## config.mk

```make
export PLATFORM = sky130hd
export DESIGN_NAME = wb_stage
export DESIGN_NICKNAME = d
export VERILOG_FILES = /design/src/rtl/wb_stage_pkg.sv /design/src/rtl/wb_stage_fifo.sv /design/src/rtl/wb_stage.sv
export SDC_FILE = /design/constraint.sdc
export NUM_CORES = 1
export LEC_CHECK = 0
export CAP_MARGIN = 20
export CORE_MARGIN = 2
export CORE_UTILIZATION = 55
export CTS_CLUSTER_SIZE = 28
export DETAILED_ROUTE_END_ITERATION = 7
export PLACE_DENSITY = 0.86
export SYNTH_ARGS = -nofsm -noshare
export SYNTH_HDL_FRONTEND = slang
export SYNTH_HIERARCHICAL = 1
export SYNTH_SLANG_ARGS = --single-unit
```

## constraint.sdc

```tcl
create_clock -name clk -period 7.45 [get_ports clk]
set_input_delay 1.49 -clock clk [delete_from_list [all_inputs] [get_ports clk]]
set_output_delay 1.49 -clock clk [all_outputs]
set_load 0.005 [all_outputs]
```

## src/rtl/wb_stage_pkg.sv

```systemverilog
// Shared writeback-stage definitions: the PC register index, the default buffer
// depth, the head-of-buffer state codes, the buffered entry layout and a small
// helper that classifies a head entry into its state.
package wb_stage_pkg;

    localparam logic [3:0] REG_PC   = 4'd15;
    localparam int         WB_DEPTH = 2;

    typedef enum logic [1:0] {
        HEAD_IDLE = 2'd0,   // buffer empty
        HEAD_RF   = 2'd1,   // head writes a general register, waits for rf_grant
        HEAD_PC   = 2'd2    // head loads the PC, retires unconditionally
    } head_state_t;

    typedef struct packed {
        logic [3:0]  idx;
        logic [31:0] data;
    } wb_entry_t;

    function automatic head_state_t head_state_of(input logic vld, input logic [3:0] idx);
        if (!vld)
            return HEAD_IDLE;
        return (idx == REG_PC) ? HEAD_PC : HEAD_RF;
    endfunction

endpackage

```

## src/rtl/wb_stage_fifo.sv

```systemverilog
// Purpose: circular writeback buffer holding {idx, data} results in arrival order.
// Latency: a push is visible in the age view the cycle after the edge that writes it.
// Backpressure: push is dropped when full, pop when empty; the owner gates both.
// Ports: clk/rst, push + push_dat, pop, count, age_dat/age_vld (index 0 = oldest).
module wb_fifo
    import wb_stage_pkg::*;
#(
    parameter int DEPTH = WB_DEPTH
) (
    input  logic                   clk,
    input  logic                   rst,
    input  logic                   push,
    input  wb_entry_t              push_dat,
    input  logic                   pop,
    output logic [$clog2(DEPTH):0] count,
    output wb_entry_t              age_dat [DEPTH],
    output logic [DEPTH-1:0]       age_vld
);

    localparam int PW = $clog2(DEPTH);
    localparam int CW = PW + 1;

    wb_entry_t     mem [DEPTH];
    logic [PW-1:0] rd_ptr;
    logic [PW-1:0] wr_ptr;
    logic          push_ok;
    logic          pop_ok;

    assign push_ok = push && (count != CW'(DEPTH));
    assign pop_ok  = pop  && (count != '0);

    // DEPTH is a power of two, so the pointers wrap by natural overflow.
    always_ff @(posedge clk) begin
        if (rst) begin
            rd_ptr <= '0;
            wr_ptr <= '0;
            count  <= '0;
        end else begin
            if (push_ok)
                wr_ptr <= wr_ptr + 1'b1;
            if (pop_ok)
                rd_ptr <= rd_ptr + 1'b1;
            case ({push_ok, pop_ok})
                2'b10:   count <= count + 1'b1;
                2'b01:   count <= count - 1'b1;
                default: ;
            endcase
        end
    end

    always_ff @(posedge clk) begin
        if (push_ok)
            mem[wr_ptr] <= push_dat;
    end

    // Present entries by age so the owner never deals with pointer arithmetic.
    always_comb begin
        for (int i = 0; i < DEPTH; i++) begin
            age_dat[i] = mem[rd_ptr + PW'(i)];
            age_vld[i] = (CW'(i) < count);
        end
    end

endmodule

```

## src/rtl/wb_stage.sv

```systemverilog
// Purpose: writeback stage; buffers results, retires them to the RF or PC, keeps flags.
// Latency: accept at edge N into an empty buffer -> rf_we/pc_load high in cycle N+1.
// Backpressure: ex_ready = buffer not full (no pass-through); RF heads wait for rf_grant.
// Ports: ex_* result in, rf_* register write out, pc_load/pc_value, flag_c/z/n,
//        fwd_idx -> fwd_hit/fwd_data combinational lookup.
module wb_stage
    import wb_stage_pkg::*;
#(
    parameter int DEPTH = WB_DEPTH
) (
    input  logic        clk,
    input  logic        rst,
    input  logic        ex_valid,
    output logic        ex_ready,
    input  logic [3:0]  ex_rd_idx,
    input  logic [31:0] ex_result,
    input  logic        ex_wr_rd,
    input  logic        ex_S,
    input  logic        ex_carry,
    input  logic        ex_zero,
    input  logic        ex_neg,
    output logic        rf_we,
    output logic [3:0]  rf_waddr,
    output logic [31:0] rf_wdata,
    input  logic        rf_grant,
    output logic        pc_load,
    output logic [31:0] pc_value,
    output logic        flag_c,
    output logic        flag_z,
    output logic        flag_n,
    input  logic [3:0]  fwd_idx,
    output logic        fwd_hit,
    output logic [31:0] fwd_data
);

    localparam int CW = $clog2(DEPTH) + 1;

    logic [CW-1:0]    count;
    wb_entry_t        age_dat [DEPTH];
    logic [DEPTH-1:0] age_vld;
    wb_entry_t        push_dat;
    logic             accept;
    logic             push;
    logic             pop;

    head_state_t state;
    head_state_t state_nxt;
    wb_entry_t   head_nxt;
    logic        head_nxt_vld;
    logic        rf_we_nxt;
    logic        pc_load_nxt;
    logic [3:0]  rf_waddr_nxt;
    logic [31:0] rf_wdata_nxt;
    logic [31:0] pc_value_nxt;

    assign ex_ready = (count < CW'(DEPTH));
    assign accept   = ex_valid && ex_ready;
    assign push     = accept && ex_wr_rd;
    assign push_dat = '{idx: ex_rd_idx, data: ex_result};

    // PC heads retire in their single pc_load cycle; RF heads wait for the grant.
    assign pop = (state == HEAD_PC) || ((state == HEAD_RF) && rf_grant);

    wb_fifo #(.DEPTH(DEPTH)) u_fifo (
        .clk      (clk),
        .rst      (rst),
        .push     (push),
        .push_dat (push_dat),
        .pop      (pop),
        .count    (count),
        .age_dat  (age_dat),
        .age_vld  (age_vld)
    );

    // State register: tracks the class of the current buffer head.
    always_ff @(posedge clk) begin
        if (rst)
            state <= HEAD_IDLE;
        else
            state <= state_nxt;
    end

    // Next-state: find what will sit at the head after this edge. A pop exposes
    // the second-oldest entry, or the incoming one if the buffer drains to it.
    always_comb begin
        head_nxt     = '0;
        head_nxt_vld = 1'b0;
        if (pop) begin
            if (age_vld[1]) begin
                head_nxt     = age_dat[1];
                head_nxt_vld = 1'b1;
            end else if (push) begin
                head_nxt     = push_dat;
                head_nxt_vld = 1'b1;
            end
        end else begin
            if (age_vld[0]) begin
                head_nxt     = age_dat[0];
                head_nxt_vld = 1'b1;
            end else if (push) begin
                head_nxt     = push_dat;
                head_nxt_vld = 1'b1;
            end
        end
        state_nxt = head_state_of(head_nxt_vld, head_nxt.idx);
    end

    // Output decode from the next state so the visible outputs are registered.
    always_comb begin
        rf_we_nxt    = 1'b0;
        pc_load_nxt  = 1'b0;
        rf_waddr_nxt = '0;
        rf_wdata_nxt = '0;
        pc_value_nxt = '0;
        case (state_nxt)
            HEAD_RF: begin
                rf_we_nxt    = 1'b1;
                rf_waddr_nxt = head_nxt.idx;
                rf_wdata_nxt = head_nxt.data;
            end
            HEAD_PC: begin
                pc_load_nxt  = 1'b1;
                pc_value_nxt = head_nxt.data;
            end
            default: ;
        endcase
    end

    always_ff @(posedge clk) begin
        if (rst) begin
            rf_we    <= 1'b0;
            rf_waddr <= '0;
            rf_wdata <= '0;
            pc_load  <= 1'b0;
            pc_value <= '0;
        end else begin
            rf_we    <= rf_we_nxt;
            rf_waddr <= rf_waddr_nxt;
            rf_wdata <= rf_wdata_nxt;
            pc_load  <= pc_load_nxt;
            pc_value <= pc_value_nxt;
        end
    end

    // Flags update at accept time, independent of whether an entry is buffered.
    always_ff @(posedge clk) begin
        if (rst) begin
            flag_c <= 1'b0;
            flag_z <= 1'b0;
            flag_n <= 1'b0;
        end else if (accept && ex_S) begin
            flag_c <= ex_carry;
            flag_z <= ex_zero;
            flag_n <= ex_neg;
        end
    end

    // Scan oldest to youngest so the last match (youngest) wins.
    always_comb begin
        fwd_hit  = 1'b0;
        fwd_data = '0;
        for (int i = 0; i < DEPTH; i++) begin
            if (age_vld[i] && (age_dat[i].idx == fwd_idx)) begin
                fwd_hit  = 1'b1;
                fwd_data = age_dat[i].data;
            end
        end
    end

endmodule
```

# [Yosys cells after proc, flatten, opt, wreduce, memory -nomap -nowiden]
# Memory sizes are Yosys's and may differ from the RTL's. A register that Yosys moved wholly into a read port is not among the register bits.
# Cells that the tools add are included.
[op_classes] n_addsub=4 mul=0 div_mod_pow=0 magnitude_cmp=3 eq_ne=10 shift=0 mux=21 bitwise=2 reduce_logical=13
[ops] cell="$mux 36" count=4
[ops] cell="$mux 32" count=2
[ops] cell="$mux 1" count=12
[ops] cell="$eq 4x4->1" count=2
[ops] cell="$logic_and 1x1->1" count=8
[ops] cell="$eq 2x1->1 const B" count=3
[ops] cell="$eq 2x2->1 const B" count=3
[ops] cell="$eq 4x4->1 const B" count=1
[ops] cell="$lt 1x2->1 const A" count=2
[ops] cell="$mux 2" count=2
[ops] cell="$pmux 2 s2" count=1
[ops] cell="$reduce_bool 2->1" count=2
[ops] cell="$reduce_or 2->1" count=2
[ops] cell="$add 1x1->1 const B" count=2
[ops] cell="$add 2x1->2 const B" count=1
[ops] cell="$lt 2x2->1 const B" count=1
[ops] cell="$ne 2x2->1 const B" count=1
[ops] cell="$not 1->1" count=2
[ops] cell="$sub 2x1->2 const B" count=1
[ops] cell="$logic_or 1x1->1" count=1
[word_totals] ff_bits=79 latch_bits=0 ram_bits=72 romBits=0 inputBits=49 output_inout_bits=107 wordCells=66 memories=1
[mem_list] name="u_fifo.mem" depth=2 word_bits=36 rd=2 rd_ports_with_merged_regs=1 wr=1 line="wb_stage_fifo.sv:23" rtl="wb_entry_t mem [DEPTH];"

# [Depth between registers and ports, before layout]
# Gate-level depths: netlist (run 1).
[logic_depth] word_depth=12 depth_mapped=10 depth_no_buf=8

# [Hierarchy]
# The synthesis (run 1) kept the hierarchy.
[by_module_without_submodules] mod="wb_fifo" instances=1 cells_each=180 area_each_um2=3589.7 seq_area_each_um2=2262.2
[by_module_without_submodules] mod="wb_stage" instances=1 cells_each=372 area_each_um2=3437.0 seq_area_each_um2=1461.4

# [Worst setup path after synthesis (run 1)]
# OpenSTA, ideal clock, no wires.
[synth_timing] path_kind="input to output" start="in fwd_idx[1]" end="out fwd_data[10]" t_arrival_ps=2682 path_slack_ps=3278 cell_stages=5 cell_sequence="xor2_1 > nor4_2 > nor2_1 > clkbuf_1 > a22o_1"
[synth_between] elab_chain_cells=4 word_cells_on_any_way=6 classes_between="2 x eq/ne; 2 x mux; 2 x reduce/logical"
[synth_lines] item="from (decl)" line="wb_stage.sv:31" rtl="input logic [3:0] fwd_idx,"
[synth_lines] item="$eq 4x4->1" line="wb_stage.sv:163" rtl="if (age_vld[i] && (age_dat[i].idx == fwd_idx)) begin"
[synth_lines] item="$logic_and 1x1->1" line="wb_stage.sv:163"
[synth_lines] item="$mux 32" line="wb_stage.sv:163"
[synth_lines] item="$mux 32 *" line="wb_stage.sv:163"
[synth_lines] item="to (decl)" line="wb_stage.sv:33" rtl="output logic [31:0] fwd_data"
# Mark *: on every way between the ends. The rest lies on a longest branch, timed or not.

# [Worst setup path in the final report (run 1)]
[layout_timing] start="in fwd_idx[3]" end="out fwd_data[20]"
# The elaborated chain is that of the path after synthesis.

==> run summary, run 1 <==
Ys Warns - 6
Crit Path Class - input port to primary output
Starting Density - 55.91%
Seq/Total Area, Yosys - 52.99%
Vias in the first global route - 5403
Net Sw Power - 0.5913 mW
I/O pin count - 156
Slew Viols, Final - 0
Critical-path maximum fanout - 32
Total Routing Usage GR - 27.50%
Area growth from synthesis to layout - 31.13%
First-pass GRT wire length - 28090 um
Core ar. - 0.01257 sq mm
First drt pass iteration count - 5
ANT nets after route - 0
CP Capture Type - primary output
Clk_lat worst skew - 420 ps
Peak VDD IR - 0.1908 mV
Post-Syn Area - 0.007027 sq mm
Commonest cells after routing, fill and taps aside - 155 x clkdlybuf4s50_1, 76 x dfxtp_1, 72 x edfxtp_1
Chip Width - 117.0 um
Post-CTS Setup Bufs - 0
CTS Hold Bufs - 0
Clock Skew - 10.98 ps
Fill count - 805
Non-Filler Instances - 881
CP startpoint kind - input port
Die Ht - 117.0 um
Total setup violations reported at the end of the flow - 0
CTS Buf Count - 17
Clock Pin Slew Worst Setup and Hold Paths - 60 ps
Number of synthesized flops with an enable pin - 72
HPWL Detailed - 11310 um
Sw frac - 27.24%
Initial DRC Count - 463
H-tree levels - 4
Clock Path Buffers - 2
Least-Margin Pin Slew - 1027 ps
Async S/R FF share, synth - 0%
Max Cap Viol - 0
Commonest non-fill, non-tap cell in the layout - clkdlybuf4s50_1
Vias per inst - 5.968
Internal power - 1.579 mW
PwrDens - 235.6 mW/mm^2
Grt ovf - 0
Status - finished clean
Pin count of the biggest net entering global routing - 43
Wirelength per Cell - 20.90 um
Hold Vio Cnt, Final - 0
Class of the worst hold path - flop to flop
Final worst-path cycle share - 74.70%
Worst reg2reg setup slack - 4290 ps
Synthesized flop and latch total - 150
Nets@finish - 749
RePlAce Congestion - 0.8506
Dominant synthesized flop cell - dfxtp_1
Worst endpoint data arrival time - 4070 ps
Dpl cell area - 0.008603 sq mm
Syn_nets - 605
RSZ-0062 raised after global routing - no
Clock Power Share - 36.5%
Cell Rows - 41
Ant. Diodes - 0
Max-slew headroom - 31.25%
Avg Synthesized Cell Area - 12.73 sq um
Initial antenna violation count - 0
Placed cell count - 847
Worst path required time - 5960 ps
Via count - 5258
Final core utilization - 73.31%
Sequential share of power - 43.3%
Mapped Cells - 552
Port bufs - 155
CTS resizes - 0
Root buffer cell - clkbuf_16
Post-route cell area - 0.009214 sq mm
CTS Sinks - 150
TritonCTS clock tree - yes
Layout cell share with drive strength beyond 1 - 22.00%
Die ar. - 0.01370 sq mm
Synth cell types - 44
P_leak - 3.549 nW
Comb power frac - 20.3%
Setup tns final - 0 ps
Max Fclk - 179.7 MHz
# DRC - 0
Period minus WS final - 5565 ps
Drt total wl - 18410 um
[worst paths after layout]
| kind | startpoint | endpoint | cells after the start |
|---|---|---|---|
| worst max-delay path | fwd_idx[3] | fwd_data[20] | 7 |
| worst min-delay path | flag_n | flag_n | 2 |
| worst max register to register | state[1] | rf_wdata[0] | 7 |
| worst min register to register | flag_n | flag_n | 2 |
[logic make-up (layout without fill, tap and decap cells)]
| kind of cell | count (synthesis) | after routing | share of synthesized area (%) |
|---|---|---|---|
| compound gates | 85 | 85 | 11.41 |
| fa+ha+maj | 4 | 4 | 0.7123 |
| buf+inv | 47 | 204 | 4.541 |
| mux | 77 | 77 | 15.62 |
| xor+xnor | 12 | 12 | 1.496 |
| flops | 150 | 150 | 52.99 |
| simple gates | 177 | 177 | 13.23 |
[power groups by stage]
stage          combinational [mW]  clock, mW  sequential, mW
6_report                    0.440      0.792           0.939
5_1_grt                     0.467      0.830           0.943
4_1_cts                     0.427      0.798           0.939
3_5_place_dp                0.420          0           0.956
3_3_place_gp                0.408          0           0.953
2_1_floorplan               0.274          0           0.948
[cell usage after synthesis (6+ instances only)]
library cell | n | area [sq um]
and3_1 | 70 | 437.9
nand2_1 | 10 | 37.54
a211oi_1 | 10 | 75.07
inv_1 | 7 | 26.28
mux2_4 | 59 | 885.9
buf_2 | 7 | 35.03
mux2_2 | 15 | 168.9
xor2_1 | 8 | 70.07
nand3_1 | 11 | 55.05
buf_12 | 6 | 120.1
dfxtp_1 | 78 | 1562
clkbuf_1 | 18 | 67.56
edfxtp_1 | 72 | 2162
a211oi_2 | 26 | 325.3
nor2_1 | 72 | 270.3
a22o_1 | 32 | 280.3
[worst max-delay path: stages]
cell	delay (ps)
clkdlybuf4s50_1	470
xor2_1	180
nor3_1	190
nand3_1	190
nor2_4	740
a22o_1	290
clkdlybuf4s50_1	520
[cell type report]
| class | count | area, sq um | share of cell area, % |
|---|---|---|---|
| clock inverters | 11 | 73.82 | 0.8012 |
| flip-flops and latches | 150 | 3726 | 40.44 |
| multi-input cells | 355 | 3029 | 32.88 |
| well taps | 172 | 215.2 | 2.336 |
| clock buffers | 21 | 481.7 | 5.228 |
| repair buffers | 163 | 1652 | 17.92 |
| inverters | 9 | 36.28 | 0.3938 |
[layer usage]
layer	wire (um)	track usage (%)	vias up
li1	-	-	2332
met1	7170	32.72	2577
met2	9398	47.63	304
met3	1443	7.312	45
met4	399	10.90	0
met5	0	0	-
[sequential cells by signal, summed over array words and instances, names as in the netlist, 2 cells and up, named ones only]
register and cells:
state 2, u_fifo/count 2, rf_wdata 32, pc_value 32, rf_waddr 4, u_fifo/mem 72
[per-stage QoR]
stage               hold WS [ps]  setup slack [ps]  power (mW)
floorplan                  446.7              3278       1.222
global placement           443.9              1998       1.361
detailed placement         464.6              1965       1.376
CTS                        474.1              1932       2.165
global route               496.6              1802       2.240
finish                     483.1              1885       2.171
Note: power is estimated with default switching activity, not from simulation.
==> run 2: changes to the inputs <==
- CORE_UTILIZATION: 55 -> 46
- PLACE_DENSITY: 0.86 -> 0.77
- clock period: 7.45 -> 4.75 ns (I/O delays scaled with it)
==> run 2 against run 1 <==
Against the previous run: utilization shrank 12 points; global-route usage down 5.0 points; flip-flop and latch count did not move; worst hold slack got worse by 15 ps; largest cell class unchanged.
==> run summary, run 2 (synthesis results as in run 1) <==
Final worst-path cycle share - 91.57%
Port bufs - 155
Nets@finish - 750
Peak VDD IR - 0.2347 mV
Pin count of the biggest net entering global routing - 43
Largest register FFs - 72
Clock Pin Slew Worst Setup and Hold Paths - 60 ps
Least-Margin Pin Slew - 1041 ps
Setup tns final - 0 ps
DR top layer - met4
H-tree levels - 4
Fill count - 1180
Worst path required time - 3800 ps
Class of the worst hold path - flop to flop
First drt pass iteration count - 5
CP Capture Type - primary output
Dpl cell area - 0.008671 sq mm
Clk_lat worst skew - 420 ps
Crit Path Class - flop to primary output
RSZ-0062 raised after global routing - no
Area growth from synthesis to layout - 31.29%
Total setup violations reported at the end of the flow - 0
First-pass GRT wire length - 28170 um
Wirelength per Cell - 20.03 um
Via count - 5142
Starting Density - 46.57%
Clock Skew - 8.127 ps
Slew Viols, Final - 0
Layout cell share with drive strength beyond 1 - 21.55%
Post-CTS Setup Bufs - 0
Max Cap Viol - 0
Vias in the first global route - 5514
Root buffer cell - clkbuf_16
# DRC - 0
Commonest non-fill, non-tap cell in the layout - clkdlybuf4s50_1
RePlAce Congestion - 0.8530
CTS resizes - 0
CP startpoint kind - flop
Vias per inst - 5.726
CTS Buf Count - 17
Critical-path maximum fanout - 33
Grt ovf - 0
Period minus WS final - 4350 ps
Die Ht - 127.6 um
Status - finished clean
Max-slew headroom - 30.31%
Cell Rows - 45
Largest Register - u_fifo/mem
Worst endpoint data arrival time - 3400 ps
HPWL Detailed - 11620 um
Total Routing Usage GR - 22.46%
Clock Path Buffers - 2
Hold Vio Cnt, Final - 0
Max Fclk - 229.9 MHz
CTS Hold Bufs - 0
Routed length on met2 - 9159 um
PwrDens - 368.1 mW/mm^2
Top flop regs - u_fifo/mem: 72 flops, pc_value: 32 flops, rf_wdata: 32 flops
Drt total wl - 17990 um
WL met3 - 1100 um
Ant. Diodes - 0
Chip Width - 127.6 um
I/O pin count - 156
Core ar. - 0.01509 sq mm
Post-Route M1 WL - 7251 um
Commonest cells after routing, fill and taps aside - 155 x clkdlybuf4s50_1, 76 x dfxtp_1, 72 x edfxtp_1
Initial antenna violation count - 0
CTS Sinks - 150
Post-route cell area - 0.009225 sq mm
ANT nets after route - 0
P_leak - 3.543 nW
Initial DRC Count - 256
TritonCTS clock tree - yes
Die ar. - 0.01628 sq mm
==> run 2: cell count changes in the layout (fill, tap and decap cells not counted), moves of 2 or more <==
| cell | change |
|---|---|
| clkbuf_1 | +3 |
| clkinv_4 | -3 |
| buf_12 | +2 |
| buf_16 | -2 |
==> run 2: cell type report <==
cell class	instances	area (sq um)	area share, %
inverters	9	36.28	0.3933
clock buffers	23	479.2	5.195
repair buffers	164	1644	17.82
clock inverters	9	75.07	0.8138
multi-input cells	355	3029	32.84
well taps	188	235.2	2.550
flip-flops and latches	150	3726	40.39
==> run 2: worst max-delay path, stage by stage, from the launching register on <==
cell and delay (ps):
dfxtp_2 780, mux2_2 450, xor2_1 200, nor4_4 310, buf_4 450, a22o_1 270
clkdlybuf4s50_1 510
==> run 2: worst paths after layout <==
path | start | cells after the start | slack (ps) | end
worst min-delay path | flag_z | 2 | 470 | flag_z
worst max register to register | u_fifo/count[1] | 8 | 1590 | pc_value[29]
worst min register to register | flag_z | 2 | 470 | flag_z
worst max-delay path | u_fifo/rd_ptr | 6 | 400 | fwd_data[20]
==> run 2: metrics by stage <==
stage	power [mW]	setup slack, ps	std cells	utilization, %	hold slack [ps]
final	3.396	400.4	898	61.14	468.1
after global routing	3.536	257.4	898	61.14	491.5
after CTS	3.417	411.0	898	61.14	469.8
after detailed placement	2.166	596.7	866	57.46	459.3
after global placement	2.141	654.3	866	57.46	443.0
after floorplan	1.917	1288	552	-	446.7
==> run 2: per-layer routing <==
| metal | vias up | GRT usage (%) |
|---|---|---|
| li1 | 2337 | - |
| met1 | 2535 | 25.96 |
| met2 | 228 | 38.94 |
| met3 | 42 | 5.570 |
| met4 | 0 | 10.99 |
| met5 | - | 0 |
==> run 2: where the power goes <==
part,internal [mW],switching [mW]
combinational,0.319,0.356
sequential,1.43,0.0390
clock,0.759,0.490
total,2.51,0.885
